$ cat config.mk
export PLATFORM = sky130hd
export DESIGN_NAME = hk_spi_slave
export DESIGN_NICKNAME = d
export VERILOG_FILES = /design/src/rtl/hk_spi_slave.sv
export SDC_FILE = /design/constraint.sdc
export NUM_CORES = 1
export LEC_CHECK = 0
export ABC_AREA = 1
export ABC_CLOCK_PERIOD_IN_PS = 2800
export BUFFER_PORTS_ARGS = -buffer_cell sky130_fd_sc_hd__buf_2
export CORE_ASPECT_RATIO = 0.5
export CORE_MARGIN = 3
export CORE_UTILIZATION = 45
export DETAILED_ROUTE_END_ITERATION = 8
export PLACE_DENSITY = 0.67
export SLEW_MARGIN = 10
export SYNTH_ARGS = -nofsm -noshare
export SYNTH_HDL_FRONTEND = slang
export SYNTH_SLANG_ARGS = --single-unit
$ cat constraint.sdc
create_clock -name clock -period 2.8 [get_ports clock]
set_input_delay 0.14 -clock clock [delete_from_list [all_inputs] [get_ports clock]]
set_output_delay 0.14 -clock clock [all_outputs]
set_load 0.02 [all_outputs]
$ cat src/rtl/hk_spi_slave.sv
// Housekeeping SPI slave (mode 0, MSB first), oversampled in the core clock domain, producing
// single-cycle register-bus strobes. Optional build macro: HK_SPI_BYTECNT_EN (N-byte limit).
module hk_spi_slave #(
   parameter int AW   = 8,
   parameter int DW   = 8,
   parameter int SYNC = 2
) (
   input  logic          clock,
   input  logic          reset,
   input  logic          csb,
   input  logic          sck,
   input  logic          sdi,
   output logic          sdo,
   output logic          sdo_enb,
   output logic [AW-1:0] reg_addr,
   output logic [DW-1:0] reg_wdata,
   output logic          reg_we,
   output logic          reg_re,
   input  logic [DW-1:0] reg_rdata,
   output logic          busy
);

   typedef enum logic [2:0] {
      S_IDLE,
      S_CMD,
      S_ADDR,
      S_DATA,
      S_IGNORE,
      S_DONE
   } state_t;

   state_t          state, state_nx;

   logic [SYNC-1:0] csb_q, sck_q, sdi_q;
   logic            csb_s, sck_s, sdi_s;
   logic            csb_d, sck_d;
   logic            sck_rise, sck_fall, csb_fall;

   logic [2:0]      bit_cnt;
   logic [6:0]      rx_sr;
   logic [7:0]      rx_byte;
   logic            byte_done;

   logic            cmd_w, cmd_r;
   logic [AW-1:0]   addr_ptr;
`ifdef HK_SPI_BYTECNT_EN
   logic [2:0]      cmd_n;
   logic [2:0]      byte_cnt;
`endif

   logic            issue_re, issue_we, last_byte;
   logic [AW-1:0]   re_addr;
   logic            we_pend;
   logic [AW-1:0]   waddr_pend;
   logic [DW-1:0]   wdata_pend;
   logic            rd_cap;
   logic            rd_out;
   logic [DW-1:0]   tx_sr;

   // Pin synchronizers and edge detectors
   always_ff @(posedge clock or posedge reset) begin
      if (reset) begin
         // NOTE: csb chain resets to the idle level (1) so leaving reset cannot fake a csb fall.
         csb_q <= '1;
         sck_q <= '0;
         sdi_q <= '0;
         csb_d <= 1'b1;
         sck_d <= 1'b0;
      end else begin
         // NOTE: non-blocking assignments make every stage sample its pre-edge neighbour,
         // so the chain advances exactly one flop per clock.
         csb_q <= {csb_q[SYNC-2:0], csb};
         sck_q <= {sck_q[SYNC-2:0], sck};
         sdi_q <= {sdi_q[SYNC-2:0], sdi};
         csb_d <= csb_s;
         sck_d <= sck_s;
      end
   end

   assign csb_s    = csb_q[SYNC-1];
   assign sck_s    = sck_q[SYNC-1];
   assign sdi_s    = sdi_q[SYNC-1];
   assign sck_rise = sck_s & ~sck_d;
   assign sck_fall = ~sck_s & sck_d;
   assign csb_fall = ~csb_s & csb_d;
   assign busy     = ~csb_s;

   assign rx_byte   = {rx_sr, sdi_s};
   assign byte_done = sck_rise && (bit_cnt == 3'd7);
   assign rd_out    = (state == S_DATA) && cmd_r;

   // Receive shifter; the counter restarts for every transaction
   always_ff @(posedge clock or posedge reset) begin
      if (reset) begin
         bit_cnt <= '0;
         rx_sr   <= '0;
      end else if (state == S_IDLE) begin
         bit_cnt <= '0;
      end else if (sck_rise) begin
         bit_cnt <= bit_cnt + 3'd1;
         rx_sr   <= rx_byte[6:0];
      end
   end

   always_ff @(posedge clock or posedge reset) begin
      if (reset) state <= S_IDLE;
      else       state <= state_nx;
   end

   always_comb begin
      // NOTE: every variable gets a default before the case so no path can infer a latch.
      state_nx  = state;
      issue_re  = 1'b0;
      issue_we  = 1'b0;
      last_byte = 1'b0;
      re_addr   = addr_ptr + AW'(1);
      unique case (state)
         S_IDLE: if (csb_fall) state_nx = S_CMD;
         S_CMD: begin
            if (byte_done) state_nx = (rx_byte[7:6] == 2'b00) ? S_IGNORE : S_ADDR;
         end
         S_ADDR: begin
            if (byte_done) begin
               state_nx = S_DATA;
               issue_re = cmd_r;
               re_addr  = AW'(rx_byte);
            end
         end
         S_DATA: begin
            if (byte_done) begin
`ifdef HK_SPI_BYTECNT_EN
               last_byte = (cmd_n != 3'd0) && (byte_cnt == cmd_n - 3'd1);
`endif
               if (last_byte) state_nx = S_DONE;
               issue_we = cmd_w;
               issue_re = cmd_r && !last_byte;
            end
         end
         default: ;
      endcase
      // Deselect wins over everything; a byte finishing on the same clock is dropped
      if (csb_s) begin
         state_nx = S_IDLE;
         issue_re = 1'b0;
         issue_we = 1'b0;
      end
   end

   // Command, address pointer and register-bus strobes
   always_ff @(posedge clock or posedge reset) begin
      if (reset) begin
         cmd_w      <= 1'b0;
         cmd_r      <= 1'b0;
         addr_ptr   <= '0;
`ifdef HK_SPI_BYTECNT_EN
         cmd_n      <= '0;
         byte_cnt   <= '0;
`endif
         reg_re     <= 1'b0;
         reg_we     <= 1'b0;
         reg_addr   <= '0;
         reg_wdata  <= '0;
         we_pend    <= 1'b0;
         waddr_pend <= '0;
         wdata_pend <= '0;
         rd_cap     <= 1'b0;
      end else begin
         if (state == S_CMD && byte_done) begin
            cmd_w <= rx_byte[7];
            cmd_r <= rx_byte[6];
`ifdef HK_SPI_BYTECNT_EN
            cmd_n <= rx_byte[5:3];
`endif
         end
         if (state == S_ADDR && byte_done) begin
            addr_ptr <= AW'(rx_byte);
`ifdef HK_SPI_BYTECNT_EN
            byte_cnt <= '0;
`endif
         end else if (state == S_DATA && byte_done) begin
            addr_ptr <= addr_ptr + AW'(1);
`ifdef HK_SPI_BYTECNT_EN
            byte_cnt <= byte_cnt + 3'd1;
`endif
         end

         // Read+write: next-address read goes first, the write of this byte follows a clock later
         reg_re  <= issue_re;
         reg_we  <= (issue_we && !issue_re) || we_pend;
         we_pend <= issue_we && issue_re;
         rd_cap  <= reg_re;
         if (issue_we && issue_re) begin
            waddr_pend <= addr_ptr;
            wdata_pend <= DW'(rx_byte);
         end
         if (issue_re) begin
            reg_addr <= re_addr;
         end else if (issue_we) begin
            reg_addr  <= addr_ptr;
            reg_wdata <= DW'(rx_byte);
         end else if (we_pend) begin
            reg_addr  <= waddr_pend;
            reg_wdata <= wdata_pend;
         end
      end
   end

   // Transmit shifter; a load coinciding with an sck fall forwards the MSB straight to sdo
   always_ff @(posedge clock or posedge reset) begin
      if (reset) begin
         tx_sr   <= '0;
         sdo     <= 1'b0;
         sdo_enb <= 1'b1;
      end else begin
         if (rd_cap) begin
            if (sck_fall && rd_out) begin
               sdo   <= reg_rdata[DW-1];
               tx_sr <= {reg_rdata[DW-2:0], 1'b0};
            end else begin
               tx_sr <= reg_rdata;
            end
         end else if (sck_fall && rd_out) begin
            sdo   <= tx_sr[DW-1];
            tx_sr <= {tx_sr[DW-2:0], 1'b0};
         end else if (state == S_IDLE) begin
            sdo <= 1'b0;
         end
         sdo_enb <= !((state_nx == S_DATA) && cmd_r);
      end
   end

endmodule
# After elaboration in Yosys (flattened, before gate mapping)
# Cells that the tools add are included.
dict set report word_totals {
  reg_bits 77
  word_cells 92
  latchBits 0
  n_memories 0
  rom_bits 0
  ram_bits 0
  out_inout_bits 21
}
dict set report op_classes {
  n_mul 0
  muxes 30
  n_lt_le_gt_ge 0
  add_sub_neg 2
  shift 0
  bitwise_logic 8
  eq_ne 6
  div_mod_pow 0
  n_reduce_logical 24
}
# op count
set ops {}
lappend ops {{$mux 8} 12}
lappend ops {{$mux 3} 7}
lappend ops {{$mux 1} 10}
lappend ops {{$reduce_bool 2->1} 5}
lappend ops {{$eq 3x2->1 const B} 3}
lappend ops {{$logic_and 1x1->1} 9}
lappend ops {{$pmux 3 s3} 1}
lappend ops {{$add 8x1->8 const B} 1}
lappend ops {{$reduce_and 2->1} 3}
lappend ops {{$not 1->1} 5}
lappend ops {{$add 3x1->3 const B} 1}
lappend ops {{$and 1x1->1} 3}
lappend ops {{$eq 3x1->1 const B} 1}
lappend ops {{$eq 3x3->1 const B} 1}
lappend ops {{$logic_not 3->1} 1}
lappend ops {{$reduce_bool 3->1} 1}
lappend ops {{$logic_not 1->1} 2}
lappend ops {{$logic_not 2->1} 1}
lappend ops {{$ne 2x1->1 const B} 1}
lappend ops {{$reduce_or 2->1} 1}
lappend ops {{$logic_or 1x1->1} 1}

# Logic depth before layout (Yosys ltp)
dict set report depth {
  word_depth 9
  mapped_depth 10
  mapped_depth_nobuf 9
}

# Least setup slack after synthesis
# Ideal clock, no wire load.
dict set report synth_path {
  kind {register to register}
  startpoint {reg bit_cnt[0]}
  endpoint {reg wdata_pend[6]}
  path_stages_with_launch 11
  setup_ns 0.121
  arrival_time_ns 1.550
  slack_ns 1.129
  cell_sequence {dfrtp_1 > ha_1 > ha_1 > inv_1 > nor2_2 > nand2_4 > or2_1 > buf_6 > buf_6 > nand2_1 > o21ai_2}
}
dict set report synth_via {
  elab_chain_len 6
  word_cells_on_any_way 9
}
# element line_no
set synth_rtl {}
lappend synth_rtl {{start: declaration} 39} ;# logic [2:0] bit_cnt;
lappend synth_rtl {{start signal: assignment} 100} ;# bit_cnt <= bit_cnt + 3'd1;
lappend synth_rtl {{$eq 3x3->1 *} 89} ;# assign byte_done = sck_rise && (bit_cnt == 3'd7);
lappend synth_rtl {{$logic_and 1x1->1 *} 89}
lappend synth_rtl {{$mux 1, on equally long branches} {130, 123}}
lappend synth_rtl {{$mux 1, on equally long branches} -}
lappend synth_rtl {{$mux 1} 142} ;# if (csb_s) begin
lappend synth_rtl {{$logic_and 1x1->1 *} 192} ;# if (issue_we && issue_re) begin
lappend synth_rtl {{end signal: assignment} 194} ;# wdata_pend <= DW'(rx_byte);
lappend synth_rtl {{end: declaration} 55} ;# logic [DW-1:0] wdata_pend;
# Every way passes the cells marked *; elsewhere a longest branch is shown, timed or not.
# A chain may end at the register's enable or synchronous reset.

# Final worst setup path
dict set report layout_path {
  startpoint {reg sck_q[1]}
  endpoint {reg reg_wdata[1]}
}
dict set report layout_via {
  elab_chain_len 7
  word_cells_on_any_way 12
}
# element line_no
set layout_rtl {}
lappend layout_rtl {{start: declaration} 34} ;# logic [SYNC-1:0] csb_q, sck_q, sdi_q;
lappend layout_rtl {{start signal: assignment} 73} ;# sck_q <= {sck_q[SYNC-2:0], sck};
lappend layout_rtl {{$and 1x1->1 *} 83} ;# assign sck_rise = sck_s & ~sck_d;
lappend layout_rtl {{$logic_and 1x1->1 *} 89}
lappend layout_rtl {{$mux 1, on equally long branches} {130, 123}}
lappend layout_rtl {{$mux 1, on equally long branches} -}
lappend layout_rtl {{$mux 1} 142}
lappend layout_rtl {{$reduce_bool 2->1 (no source line) or $not 1->1 (tied branches)} -}
lappend layout_rtl {{$reduce_and 2->1 (no source line)} -}
lappend layout_rtl {{end signal: assignment} 200} ;# reg_wdata <= DW'(rx_byte);
lappend layout_rtl {{end signal: assignment} 203} ;# reg_wdata <= wdata_pend;
lappend layout_rtl {{end: declaration} 16} ;# output logic [DW-1:0] reg_wdata,
# Marks and branches as above.

==> results by stage <==
Yosys:
- Counting every instance in the synthesized netlist gives 455.
- Counting flops and latches in the post-synthesis netlist gives 77.
- In this run, synthesis inferred 0 flip-flops with an integrated enable.
- Of the post-synthesis cell area, the dominant cell type holds 0.493.
- The number of warning messages in the yosys log is 0.
- For this run, asynchronously set or reset flops after synthesis account for 1.00.
- The synthesized netlist net count is 471.
- The netlist uses 29 different library cells.
- By area the synthesized netlist is led by sky130_fd_sc_hd__dfrtp_1 49%, sky130_fd_sc_hd__nand2_1 16%, sky130_fd_sc_hd__nand3_1 7.8%, sky130_fd_sc_hd__o21ai_0 5.7%, sky130_fd_sc_hd__inv_1 4.7%.
- In the post-synthesis netlist, the cell with the most instances is sky130_fd_sc_hd__nand2_1.
- The mapped netlist covers 0.00370 mm^2.
- The most used flip-flop cell after synthesis is sky130_fd_sc_hd__dfrtp_1.
- The share of the Yosys chip area taken by registers is 0.522.
- The commonest cells after synthesis are 156 x sky130_fd_sc_hd__nand2_1, 73 x sky130_fd_sc_hd__dfrtp_1, 58 x sky130_fd_sc_hd__nand3_1, 46 x sky130_fd_sc_hd__inv_1, 42 x sky130_fd_sc_hd__o21ai_0.
- The largest total area in the synthesized netlist belongs to sky130_fd_sc_hd__dfrtp_1.
- A synthesized cell averages 8.14 um^2.

Outcome:
- The run finished with clean final reports.

Pwr:
- Of the total power, the share spent switching nets is 0.216.
- The relative contribution of the clock network to total power is 0.473.
- The largest vdd supply drop is 0.297 mV.
- The sequential power share is 0.484.
- The total power density per cell area is 563 mW/mm^2.
- The share of total power dissipated in combinational logic is 0.043.
- The internal power is 1.88 mW.
- In this run the static leakage power is 2.12 nW.
- The net load switching power is 519 uW.

Placed design:
- The count of placed standard cells including taps is 586.
- The global placer's final weighted congestion is 0.854.
- In this run the tool buffered the top-level ports with 33 buffer cells.
- The minimum setup slack after placement is 0.473 ns.
- The placed wire-length estimate after detailed placement is 5.34 mm.

Timing:
- The worst relative slew slack is 0.364.
- The number of max-slew violations in the final report is 0.
- For the pin with the worst max-slew slack, the measured transition is 0.951 ns.
- Subtracting the final worst setup slack from the clock period gives 2.35 ns.
- Setup repair after global routing left no endpoint under its margin.
- For the final routed database, the setup TNS stands at 0 ns.
- The total count of hold-check failures in the final report is 0.
- Across all setup checks in the final design, the least slack found is 0.448 ns.
- The maximum frequency from static timing analysis is 425 MHz.
- Between clock sinks in the finished design, the worst skew comes to 0.00738 ns.
- The fraction of the cycle the final worst path needs is 0.840.
- The final setup violation count is 0.

Critical path:
- The peak fanout along the critical path is 16.
- The end of the worst register-to-register path is reg_wdata[1].
- The length in cells of the worst reg-to-reg path is 8.
- Data on the critical path is required at its endpoint by 3.01 ns.
- The endpoint class of the critical path is a flip-flop.
- The worst register-to-register path begins at sck_q[1].
- The kind of critical path is flip-flop to flip-flop.
- STA puts the critical path data arrival time at 2.56 ns.
- The startpoint class of the critical path is a flip-flop.
- The reg-to-reg setup timing slack is 0.45 ns.

Min path:
- The class of the worst hold path is input pin to async pin.

GRT:
- The number of antenna violations at the first check in global routing was 0.
- The number of global-route vias before repair is 2,854.
- Entering global routing, the biggest net connects 78 pins.
- The global-route wire length before repair is 13.4 mm.
- Across every metal layer, demand over resource in global routing totals 0.179.
- The global route total overflow is 0.

CTS:
- TritonCTS created 9 clock buffers.
- The number of sinks driven by the clock tree is 77.
- The root buffer cell chosen for the clock tree is sky130_fd_sc_hd__clkbuf_16.
- The deepest clock path buffer count is 2.
- Once the clock tree was built, the setup fixing pass inserted 0 buffers.
- The clock insertion delay at the later pin of the skew report is 0.33 ns.
- The CTS tree is done.
- After clock tree synthesis, the clock-pin slew on the worst setup and hold paths is 0.06 ns.
- The H-tree was split into 3 levels.

Finish:
- The antenna diode instance count is 0.
- The final layout contains 508 nets.
- The sequential cells in the finished layout cover a total of 0.00193 mm^2.
- The number of filler cells placed in the layout is 741.
- The number of standard cells in the layout, taps in and fillers out is 605.
- At the end of the flow the core is filled with cells to 0.558.
- The fraction of final layout cells sized beyond drive strength 1 is 0.165.
- The area of combinational cells with multiple inputs is 0.00149 mm^2.
- Compared with the post-synthesis result, the final layout area differs by 15.3%.

Detailed routing:
- The DRC violations left is 0.
- Dividing the detail-routed wire length by the instance count gives 12.9 um.
- The number of routed nets with antenna violations is 0.
- The routed design has 7.81 mm of wire.
- The routed layout has 3,008 vias.
- For this run, the detailed router's first-pass iteration total came to 5.
- Using the TritonRoute via totals, the vias-per-cell ratio works out to 4.97.
- After the first detailed-routing iteration, the DRC count stood at 221.

Floorplan:
- The floorplan step defined a die boundary enclosing 0.00942 mm^2.
- The number of primary I/O pins is 34.
- The height of the die is 70.1 um.
- For this configuration, the core starts out at a cell density of 0.484.
- The initialized floorplan defines 22 standard-cell rows.
- The placeable core area is 0.00765 mm^2.
- The die is 134 um wide.

Job:
- The number of max-cap violations is 0.
## worst max path at each step
stage,startpoint,endpoint,slack [ns]
floorplan,reset,addr_ptr[0],0.70
global placement,bit_cnt[0],reg_wdata[0],0.58
detailed placement,bit_cnt[0],reg_wdata[1],0.47
CTS,bit_cnt[0],reg_wdata[1],0.48
global route,bit_cnt[0],reg_wdata[6],0.22
finish,sck_q[1],reg_wdata[1],0.45
## placed cells by master, fill, tap and decap left out, types with 2 or more instances in the layout
cell type / count
sky130_fd_sc_hd__nor2_2: 2
sky130_fd_sc_hd__dfrtp_1: 73
sky130_fd_sc_hd__inv_1: 45
sky130_fd_sc_hd__dlygate4sd3_1: 3
sky130_fd_sc_hd__nand3_1: 58
sky130_fd_sc_hd__nand2_1: 156
sky130_fd_sc_hd__buf_4: 5
sky130_fd_sc_hd__inv_2: 2
sky130_fd_sc_hd__o21ai_2: 16
sky130_fd_sc_hd__ha_1: 3
sky130_fd_sc_hd__nor2_1: 19
sky130_fd_sc_hd__clkbuf_1: 2
sky130_fd_sc_hd__clkinv_2: 3
sky130_fd_sc_hd__o21ai_0: 42
sky130_fd_sc_hd__clkbuf_16: 9
sky130_fd_sc_hd__buf_2: 33
sky130_fd_sc_hd__a21oi_1: 5
sky130_fd_sc_hd__dfstp_2: 4
sky130_fd_sc_hd__nand3b_1: 2
## state kept, by name (all words and copies together) (netlist names), 3 cells and up
| register | cells |
|---|---|
| reg_addr | 8 |
| addr_ptr | 8 |
| rx_sr | 7 |
| state | 3 |
| waddr_pend | 8 |
| tx_sr | 8 |
| reg_wdata | 8 |
| bit_cnt | 3 |
| wdata_pend | 8 |
## metal layers
| layer | track usage | part of all wire | vias up | wire length [um] |
|---|---|---|---|---|
| met1 | 0.245 | 0.49 | 1388 | 3800 |
| li1 | - | - | 1534 | - |
| met3 | 0.0496 | 0.051 | 12 | 402 |
| met2 | 0.274 | 0.45 | 74 | 3480 |
| met5 | 0 | 0 | - | 0 |
| met4 | 0.0643 | 0.016 | 0 | 126 |
## cells by family after synthesis
logic type	after synthesis	synth area share
adders and majority gates	3	0.0101
AOI/OAI and AO/OA	67	0.109
buffers and inverters	64	0.0757
DFF	77	0.522
and+or+nand+nor	244	0.283
## worst max-delay path, cell delays in order, from the launching register on
cell and delay (ns):
sky130_fd_sc_hd__dfrtp_1 0.37, sky130_fd_sc_hd__inv_1 0.06, sky130_fd_sc_hd__nor2_1 0.19, sky130_fd_sc_hd__nand2_1 0.18
sky130_fd_sc_hd__nor2_1 0.77, sky130_fd_sc_hd__a21oi_2 0.24, sky130_fd_sc_hd__buf_4 0.27, sky130_fd_sc_hd__nand2_1 0.07
sky130_fd_sc_hd__o21ai_0 0.08
## metrics by stage
stage | total power, mW | hold slack (ns) | cell area, um^2
after floorplan | 1.25 | 0.144 | 3700
after global placement | 1.28 | 0.248 | 3950
after detailed placement | 1.28 | 0.249 | 3950
after CTS | 2.43 | 0.0584 | 4270
after global routing | 2.50 | 0.0856 | 4270
final | 2.40 | 0.0697 | 4270
## power groups by stage
stage / Sequential [mW] / Combinational (mW) / Clock (mW)
3_5_place_dp: 1.18 / 0.103 / 0
5_1_grt: 1.17 / 0.122 / 1.22
3_3_place_gp: 1.18 / 0.101 / 0
6_report: 1.16 / 0.103 / 1.14
2_1_floorplan: 1.18 / 0.0717 / 0
4_1_cts: 1.16 / 0.107 / 1.16
## repair_timing
item	4_1_cts	5_1_grt
hold buffers	3	0
resized for setup	0	0
hold endpoints to repair	3	0
## final cells by class
type | instances | area share
timing repair buffer | 41 | 0.0545
sequential | 77 | 0.453
clock buffer | 12 | 0.0577
clock inverter | 4 | 0.0111
multi-input combinational | 314 | 0.349
inverter | 49 | 0.0434
tap | 108 | 0.0317
No activity file was read; power rests on OpenSTA's default activity.
